### config.mk
export PLATFORM = sky130hd
export DESIGN_NAME = count_tracker_flat
export DESIGN_NICKNAME = d
export VERILOG_FILES = /design/src/rtl/count_tracker_if.sv /design/src/rtl/count_tracker.sv /design/src/flat_wrapper.sv
export SDC_FILE = /design/constraint.sdc
export NUM_CORES = 1
export LEC_CHECK = 0
export CORE_MARGIN = 3
export CORE_UTILIZATION = 51
export CTS_CLUSTER_DIAMETER = 60
export CTS_CLUSTER_SIZE = 40
export DETAILED_ROUTE_END_ITERATION = 16
export GPL_ROUTABILITY_DRIVEN = 0
export PLACE_DENSITY = 0.89
export SLEW_MARGIN = 5
export SYNTH_ARGS = -nofsm -noshare
export SYNTH_HDL_FRONTEND = slang
export SYNTH_SLANG_ARGS = --single-unit
export TNS_END_PERCENT = 100
### constraint.sdc
create_clock -name clk -period 3.15 [get_ports clk]
set_clock_uncertainty 0.05 [all_clocks]
set_input_delay 0.7875 -clock clk [delete_from_list [all_inputs] [get_ports clk]]
set_output_delay 0.7875 -clock clk [all_outputs]
set_load 0.03 [all_outputs]
### src/rtl/count_tracker_if.sv
// Bus between the up/down counter tap and the count_tracker checker.
interface count_tracker_if #(
  parameter int unsigned WIDTH      = 4,
  parameter int unsigned WRAP_CNT_W = 8
);
  logic                  en;
  logic                  clr;
  logic [WIDTH-1:0]      cnt_in;
  logic                  mode;
  logic                  wrap_pulse;
  logic                  wrap_dir;
  logic [WRAP_CNT_W-1:0] wrap_count;
  logic                  err_pulse;
  logic                  step_err;
  logic                  fault;

  // Upstream side: presents samples, observes status.
  modport master (
    output en, clr, cnt_in, mode,
    input  wrap_pulse, wrap_dir, wrap_count, err_pulse, step_err, fault
  );

  // Checker side.
  modport slave (
    input  en, clr, cnt_in, mode,
    output wrap_pulse, wrap_dir, wrap_count, err_pulse, step_err, fault
  );
endinterface

### src/rtl/count_tracker.sv
// Step checker and wrap statistics for a WIDTH-bit up/down counter.
module count_tracker #(
  parameter int unsigned WIDTH      = 4,
  parameter int unsigned WRAP_CNT_W = 8
) (
  input  logic           clk,
  input  logic           rstn,
  count_tracker_if.slave bus
);

  typedef enum logic [1:0] {
    ST_INIT  = 2'd0,
    ST_TRACK = 2'd1,
    ST_FAULT = 2'd2
  } state_t;

  state_t                r_state;
  logic [WIDTH-1:0]      r_prev;
  logic                  r_mode_q;
  logic                  r_wrap_pulse;
  logic                  r_wrap_dir;
  logic [WRAP_CNT_W-1:0] r_wrap_count;
  logic                  r_err_pulse;
  logic                  r_step_err;
  logic                  r_fault;

  state_t                w_state_nxt;
  logic [WIDTH-1:0]      w_prev_nxt;
  logic                  w_mode_nxt;
  logic                  w_wrap_pulse_nxt;
  logic                  w_wrap_dir_nxt;
  logic [WRAP_CNT_W-1:0] w_wrap_count_nxt;
  logic                  w_err_pulse_nxt;
  logic                  w_step_err_nxt;
  logic                  w_fault_nxt;
  logic [WIDTH-1:0]      w_exp;
  logic                  w_at_wrap;

  // Value the counter must show now, given the last sample and its direction.
  assign w_exp     = r_mode_q ? (r_prev + WIDTH'(1)) : (r_prev - WIDTH'(1));
  // A legal step from this prev in this direction crosses the modulo boundary.
  assign w_at_wrap = r_mode_q ? (r_prev == '1) : (r_prev == '0);

  // Next-state and next-output logic; clr outranks any sample in the same cycle.
  always_comb begin
    w_state_nxt      = r_state;
    w_prev_nxt       = r_prev;
    w_mode_nxt       = r_mode_q;
    w_wrap_pulse_nxt = 1'b0;
    w_wrap_dir_nxt   = r_wrap_dir;
    w_wrap_count_nxt = r_wrap_count;
    w_err_pulse_nxt  = 1'b0;
    w_step_err_nxt   = r_step_err;

    if (bus.clr) begin
      w_state_nxt      = ST_INIT;
      w_prev_nxt       = '0;
      w_mode_nxt       = 1'b0;
      w_wrap_dir_nxt   = 1'b0;
      w_wrap_count_nxt = '0;
      w_step_err_nxt   = 1'b0;
    end else if (bus.en) begin
      w_prev_nxt = bus.cnt_in;
      w_mode_nxt = bus.mode;
      case (r_state)
        ST_INIT: w_state_nxt = ST_TRACK;
        ST_TRACK: begin
          if (bus.cnt_in == w_exp) begin
            if (w_at_wrap) begin
              w_wrap_pulse_nxt = 1'b1;
              w_wrap_dir_nxt   = r_mode_q;
              if (r_wrap_count != '1) begin
                w_wrap_count_nxt = r_wrap_count + WRAP_CNT_W'(1);
              end
            end
          end else begin
            w_err_pulse_nxt = 1'b1;
            w_step_err_nxt  = 1'b1;
            w_state_nxt     = ST_FAULT;
          end
        end
        ST_FAULT: w_state_nxt = ST_FAULT;
        default:  w_state_nxt = ST_INIT;
      endcase
    end

    w_fault_nxt = (w_state_nxt == ST_FAULT);
  end

  // State and output registers.
  always_ff @(posedge clk or negedge rstn) begin
    if (!rstn) begin
      r_state      <= ST_INIT;
      r_prev       <= '0;
      r_mode_q     <= 1'b0;
      r_wrap_pulse <= 1'b0;
      r_wrap_dir   <= 1'b0;
      r_wrap_count <= '0;
      r_err_pulse  <= 1'b0;
      r_step_err   <= 1'b0;
      r_fault      <= 1'b0;
    end else begin
      r_state      <= w_state_nxt;
      r_prev       <= w_prev_nxt;
      r_mode_q     <= w_mode_nxt;
      r_wrap_pulse <= w_wrap_pulse_nxt;
      r_wrap_dir   <= w_wrap_dir_nxt;
      r_wrap_count <= w_wrap_count_nxt;
      r_err_pulse  <= w_err_pulse_nxt;
      r_step_err   <= w_step_err_nxt;
      r_fault      <= w_fault_nxt;
    end
  end

  assign bus.wrap_pulse = r_wrap_pulse;
  assign bus.wrap_dir   = r_wrap_dir;
  assign bus.wrap_count = r_wrap_count;
  assign bus.err_pulse  = r_err_pulse;
  assign bus.step_err   = r_step_err;
  assign bus.fault      = r_fault;

endmodule

### src/flat_wrapper.sv
// flat-port wrapper written by rule: the top's interface ports become plain ports
module count_tracker_flat 
#(
  parameter int unsigned WIDTH      = 4,
  parameter int unsigned WRAP_CNT_W = 8
)
  (clk, rstn, bus_en, bus_clr, bus_cnt_in, bus_mode, bus_wrap_pulse, bus_wrap_dir, bus_wrap_count, bus_err_pulse, bus_step_err, bus_fault);
  count_tracker_if #(.WIDTH(WIDTH), .WRAP_CNT_W(WRAP_CNT_W)) bus_i ();
  input  logic clk;
  input  logic rstn;
  input wire logic [$bits(bus_i.en)-1:0] bus_en;
  input wire logic [$bits(bus_i.clr)-1:0] bus_clr;
  input wire logic [$bits(bus_i.cnt_in)-1:0] bus_cnt_in;
  input wire logic [$bits(bus_i.mode)-1:0] bus_mode;
  output wire logic [$bits(bus_i.wrap_pulse)-1:0] bus_wrap_pulse;
  output wire logic [$bits(bus_i.wrap_dir)-1:0] bus_wrap_dir;
  output wire logic [$bits(bus_i.wrap_count)-1:0] bus_wrap_count;
  output wire logic [$bits(bus_i.err_pulse)-1:0] bus_err_pulse;
  output wire logic [$bits(bus_i.step_err)-1:0] bus_step_err;
  output wire logic [$bits(bus_i.fault)-1:0] bus_fault;
  assign bus_i.en = bus_en;
  assign bus_i.clr = bus_clr;
  assign bus_i.cnt_in = bus_cnt_in;
  assign bus_i.mode = bus_mode;
  assign bus_wrap_pulse = bus_i.wrap_pulse;
  assign bus_wrap_dir = bus_i.wrap_dir;
  assign bus_wrap_count = bus_i.wrap_count;
  assign bus_err_pulse = bus_i.err_pulse;
  assign bus_step_err = bus_i.step_err;
  assign bus_fault = bus_i.fault;
  count_tracker #(.WIDTH(WIDTH), .WRAP_CNT_W(WRAP_CNT_W)) u_core (.clk(clk), .rstn(rstn), .bus(bus_i));
endmodule
==> impl_metrics.xml <==
<?xml version="1.0" encoding="UTF-8"?>
<metrics>
  <group name="cells_and_area">
    <metric name="most_frequent_standard_cell_in_the_layout_excluding_fill_and_tap_cells" unit="">sky130_fd_sc_hd__clkdlybuf4s50_1</metric>
    <metric name="most_frequent_cells_in_the_layout" unit="">sky130_fd_sc_hd__clkdlybuf4s50_1 (21), sky130_fd_sc_hd__dfrtp_1 (20), sky130_fd_sc_hd__nor2_1 (12)</metric>
    <metric name="fillCellCount" unit="">151</metric>
    <metric name="fin_area" unit="mm2">0.001465</metric>
    <metric name="antenna_cell_count" unit="">0</metric>
    <metric name="area_growth_syn_to_layout" unit="%">26.32</metric>
    <metric name="design.final.nets" unit="">154</metric>
    <metric name="drive_above_1_share" unit="%">11.43</metric>
  </group>
  <group name="pwr">
    <metric name="design_power_total" unit="W">0.0006197</metric>
    <metric name="reported_leakage_power" unit="nW">0.6168</metric>
    <metric name="max-vdd-ir-drop" unit="uV">464.9</metric>
    <metric name="power-per-cell-area" unit="mW/mm2">423.0</metric>
  </group>
  <group name="cts">
    <metric name="clock_sink_count" unit="">20</metric>
    <metric name="cts_tree" unit="">yes</metric>
    <metric name="cts_buffers" unit="">3</metric>
    <metric name="clk_root_buffer_cell" unit="">sky130_fd_sc_hd__clkbuf_4</metric>
    <metric name="hold_buffers" unit="">0</metric>
    <metric name="post_cts_resize_count" unit="">0</metric>
    <metric name="cts_max_level" unit="">1</metric>
    <metric name="clk_path_buf_depth" unit="">2</metric>
    <metric name="worst_skew_pair.late_latency" unit="ns">0.30</metric>
    <metric name="cts_setup_buffers" unit="">0</metric>
    <metric name="clk_pin_slew_worst_paths" unit="ns">0.12</metric>
  </group>
  <group name="critical_path">
    <metric name="crit_path_max_fanout" unit="">9</metric>
    <metric name="cp.required" unit="ns">3.34</metric>
    <metric name="startpoint_kind_of_the_worst_setup_timing_path" unit="">flop</metric>
    <metric name="worstSetupEndpointType" unit="">flop</metric>
    <metric name="critPathArrivalTime" unit="ns">2.97</metric>
    <metric name="worst_setup_path_type" unit="">flop to flop</metric>
  </group>
  <group name="floorplan">
    <metric name="core_area" unit="mm2">0.002062</metric>
    <metric name="die_x" unit="um">53.69</metric>
    <metric name="floorplan.die_area" unit="mm2">0.002883</metric>
    <metric name="die_h" unit="um">53.69</metric>
    <metric name="rows" unit="">16</metric>
    <metric name="initial_utilization" unit="%">56.25</metric>
    <metric name="ioPinCount" unit="">22</metric>
  </group>
  <group name="global_route">
    <metric name="grt_use_total" unit="%">19.49</metric>
    <metric name="grt_overflow" unit="">0</metric>
    <metric name="first_global_vias" unit="">952</metric>
    <metric name="pin_count_of_the_biggest_net_entering_global_routing" unit="">26</metric>
    <metric name="grt_first_pass_wirelength" unit="mm">4.105</metric>
    <metric name="antenna_found_initial" unit="">0</metric>
  </group>
  <group name="drt">
    <metric name="post_drt_via_cell_ratio" unit="">5.892</metric>
    <metric name="post-route-drc-count" unit="">0</metric>
    <metric name="drt_wl_total" unit="mm">2.502</metric>
    <metric name="antenna_nets_post_route" unit="">0</metric>
    <metric name="post_drt_wl_per_cell" unit="um">14.98</metric>
    <metric name="initialDrtViolationCount" unit="">26</metric>
    <metric name="routed-via-count" unit="">984</metric>
    <metric name="pre_repair_dr_iteration_count" unit="">4</metric>
  </group>
  <group name="logic_synthesis">
    <metric name="synth.net_count" unit="">129</metric>
    <metric name="synthFlopType" unit="">sky130_fd_sc_hd__dfrtp_1</metric>
    <metric name="yosysTopAreaCell" unit="">sky130_fd_sc_hd__dfrtp_1</metric>
    <metric name="synth-seq-area-share" unit="%">43.15</metric>
    <metric name="synth_warnings" unit="">0</metric>
    <metric name="synth.lib_cells_used.distinct" unit="">33</metric>
    <metric name="async_flop_share" unit="%">100.0</metric>
    <metric name="synth-compound-area-share" unit="%">11.22</metric>
    <metric name="syn-mean-instance-area" unit="um2">9.999</metric>
    <metric name="post_synth_instance_area" unit="mm2">0.001160</metric>
    <metric name="synth_seq_cells" unit="">20</metric>
    <metric name="synth.mux.area_fraction" unit="%">8.091</metric>
    <metric name="yosys.area_share.xor_xnor" unit="%">5.286</metric>
    <metric name="synth_simple_gate_area_share" unit="%">23.84</metric>
    <metric name="synthDominantCellAreaShare" unit="%">43.15</metric>
    <metric name="synth-edff-count" unit="">0</metric>
    <metric name="syn_inst" unit="">116</metric>
    <metric name="synth_top_family_by_area" unit="">simple AND/OR/NAND/NOR gates</metric>
    <metric name="netlist_top_cells_area" unit="">sky130_fd_sc_hd__dfrtp_1 (43%), sky130_fd_sc_hd__mux2i_1 (5.2%), sky130_fd_sc_hd__nor2_1 (3.9%)</metric>
    <metric name="synth_fa_ha_area_share" unit="%">4.962</metric>
  </group>
  <group name="sta">
    <metric name="finalMaxSlewViolations" unit="">0</metric>
    <metric name="slew_headroom" unit="%">39.03</metric>
    <metric name="whs" unit="ns">0.4916</metric>
    <metric name="slew_worst_pin" unit="ns">0.9117</metric>
    <metric name="rsz0062_at_grt" unit="">false</metric>
    <metric name="final-hold-violation-count" unit="">0</metric>
    <metric name="finalWorstPathRequiredPeriod" unit="ns">2.784</metric>
    <metric name="fmax" unit="MHz">359.1</metric>
    <metric name="layout_worst_path_cycle_share" unit="%">88.40</metric>
    <metric name="setup-violations-final" unit="">0</metric>
  </group>
  <group name="placement">
    <metric name="detailed_place_hpwl" unit="mm">1.757</metric>
    <metric name="dpl_cell_area" unit="mm2">0.001405</metric>
    <metric name="placement.io_buffers" unit="">21</metric>
  </group>
  <group name="worst_hold_path">
    <metric name="holdCritPathClass" unit="">flop to flop</metric>
  </group>
  <group name="flow_run">
    <metric name="maxCapViolCount" unit="">0</metric>
  </group>
  <group name="status">
    <metric name="outcome" unit="">completed</metric>
  </group>
</metrics>
==> metrics by stage <==
stage / setup TNS [ns] / utilization [%] / setup WS, ns / instances
final: 0 / 71.06 / 0.3655 / 167
after global routing: 0 / 71.06 / 0.2057 / 167
after detailed placement: -0.3165 / 68.14 / -0.1060 / 163
after global placement: 0 / 68.14 / 0.08753 / 163
after floorplan: 0 / - / 0.7466 / 116
after CTS: 0 / 70.69 / 0.2506 / 167
==> synthesized netlist by cell type (2+ instances only) <==
cell / number
sky130_fd_sc_hd__xor2_1: 2
sky130_fd_sc_hd__nand2b_1: 2
sky130_fd_sc_hd__ha_1: 3
sky130_fd_sc_hd__xnor2_1: 5
sky130_fd_sc_hd__a21oi_1: 8
sky130_fd_sc_hd__and3_1: 3
sky130_fd_sc_hd__nor2b_1: 4
sky130_fd_sc_hd__nor4_1: 3
sky130_fd_sc_hd__o31a_1: 2
sky130_fd_sc_hd__or4_1: 5
sky130_fd_sc_hd__mux2_2: 3
sky130_fd_sc_hd__dfrtp_1: 20
sky130_fd_sc_hd__mux2i_1: 6
sky130_fd_sc_hd__buf_2: 2
sky130_fd_sc_hd__nor2_1: 12
sky130_fd_sc_hd__and4_1: 2
sky130_fd_sc_hd__nand4_1: 4
sky130_fd_sc_hd__o31ai_1: 4
sky130_fd_sc_hd__nand2_1: 4
sky130_fd_sc_hd__nor3_1: 3
sky130_fd_sc_hd__inv_1: 3
sky130_fd_sc_hd__nand3_1: 4
sky130_fd_sc_hd__o21ba_2: 2
==> path summary, 6_finish.rpt <==
| check | start | slack, ns | endpoint | cells past startpoint |
|---|---|---|---|---|
| max in group asynchronous | rstn | 1.57 | u_core.bus.wrap_count[1]$_DFFE_PN0P_ | 1 |
| setup / recovery | u_core.r_mode_q$_DFFE_PN0N_ | 0.37 | u_core.bus.wrap_count[0]$_DFFE_PN0P_ | 7 |
| min in group asynchronous | rstn | 0.93 | u_core.bus.wrap_count[5]$_DFFE_PN0P_ | 1 |
| hold / removal | u_core.bus.step_err$_DFFE_PN0P_ | 0.49 | u_core.bus.step_err$_DFFE_PN0P_ | 2 |
| setup reg to reg | u_core.r_mode_q$_DFFE_PN0N_ | 0.37 | u_core.bus.wrap_count[0]$_DFFE_PN0P_ | 7 |
| hold reg to reg | u_core.bus.step_err$_DFFE_PN0P_ | 0.49 | u_core.bus.step_err$_DFFE_PN0P_ | 2 |
==> worst max-delay path: stages, from the launching register on <==
cell and delay, ns:
sky130_fd_sc_hd__dfrtp_1 0.42, sky130_fd_sc_hd__inv_1 0.14, sky130_fd_sc_hd__fa_1 0.44, sky130_fd_sc_hd__xor2_1 0.17
sky130_fd_sc_hd__xnor2_1 0.46, sky130_fd_sc_hd__nand2_1 0.31, sky130_fd_sc_hd__or4_1 0.57, sky130_fd_sc_hd__a21oi_1 0.16
==> layout make-up <==
| class | count | area [um2] | area share, % |
|---|---|---|---|
| Clock buffer | 3 | 22.52 | 1.537 |
| Sequential cell | 20 | 500.5 | 34.16 |
| Inverter | 3 | 11.26 | 0.7686 |
| Tap cell | 27 | 33.78 | 2.306 |
| Multi-Input combinational cell | 88 | 626.9 | 42.78 |
| Timing Repair Buffer | 25 | 240.2 | 16.40 |
| Clock inverter | 1 | 30.03 | 2.050 |
==> flip-flops by register name (all words and copies together) (netlist names) <==
register               flops
u_core.bus.step_err        1
u_core.bus.wrap_pulse      1
u_core.bus.wrap_dir        1
u_core.r_state             2
u_core.bus.wrap_count      8
u_core.bus.fault           1
u_core.r_mode_q            1
u_core.bus.err_pulse       1
u_core.r_prev              4
==> where the power goes <==
part	switching (W)	total (W)	internal, W
combinational	0.0000796	0.000132	0.0000527
clock	0.0000835	0.000212	0.000129
sequential	0.00000923	0.000275	0.000266
total	0.000172	0.000620	0.000447
==> per-layer routing <==
layer | part of all wire [%] | track usage [%]
met5 | 0 | 0
met4 | 0.84 | 8.085
met3 | 6.3 | 3.047
met2 | 50 | 34.88
met1 | 43 | 22.85
==> cell families (layout without fill, tap and decap cells) <==
kind of cell,after synthesis,count (layout)
muxes,9,9
xor gates and xnor gates,7,7
adders and majority gates,4,4
and+or+nand+nor,49,49
AOI/OAI and AO/OA,19,19
DFF,20,20
buffers and inverters,8,32
No activity file was read; power rests on OpenSTA's default activity.
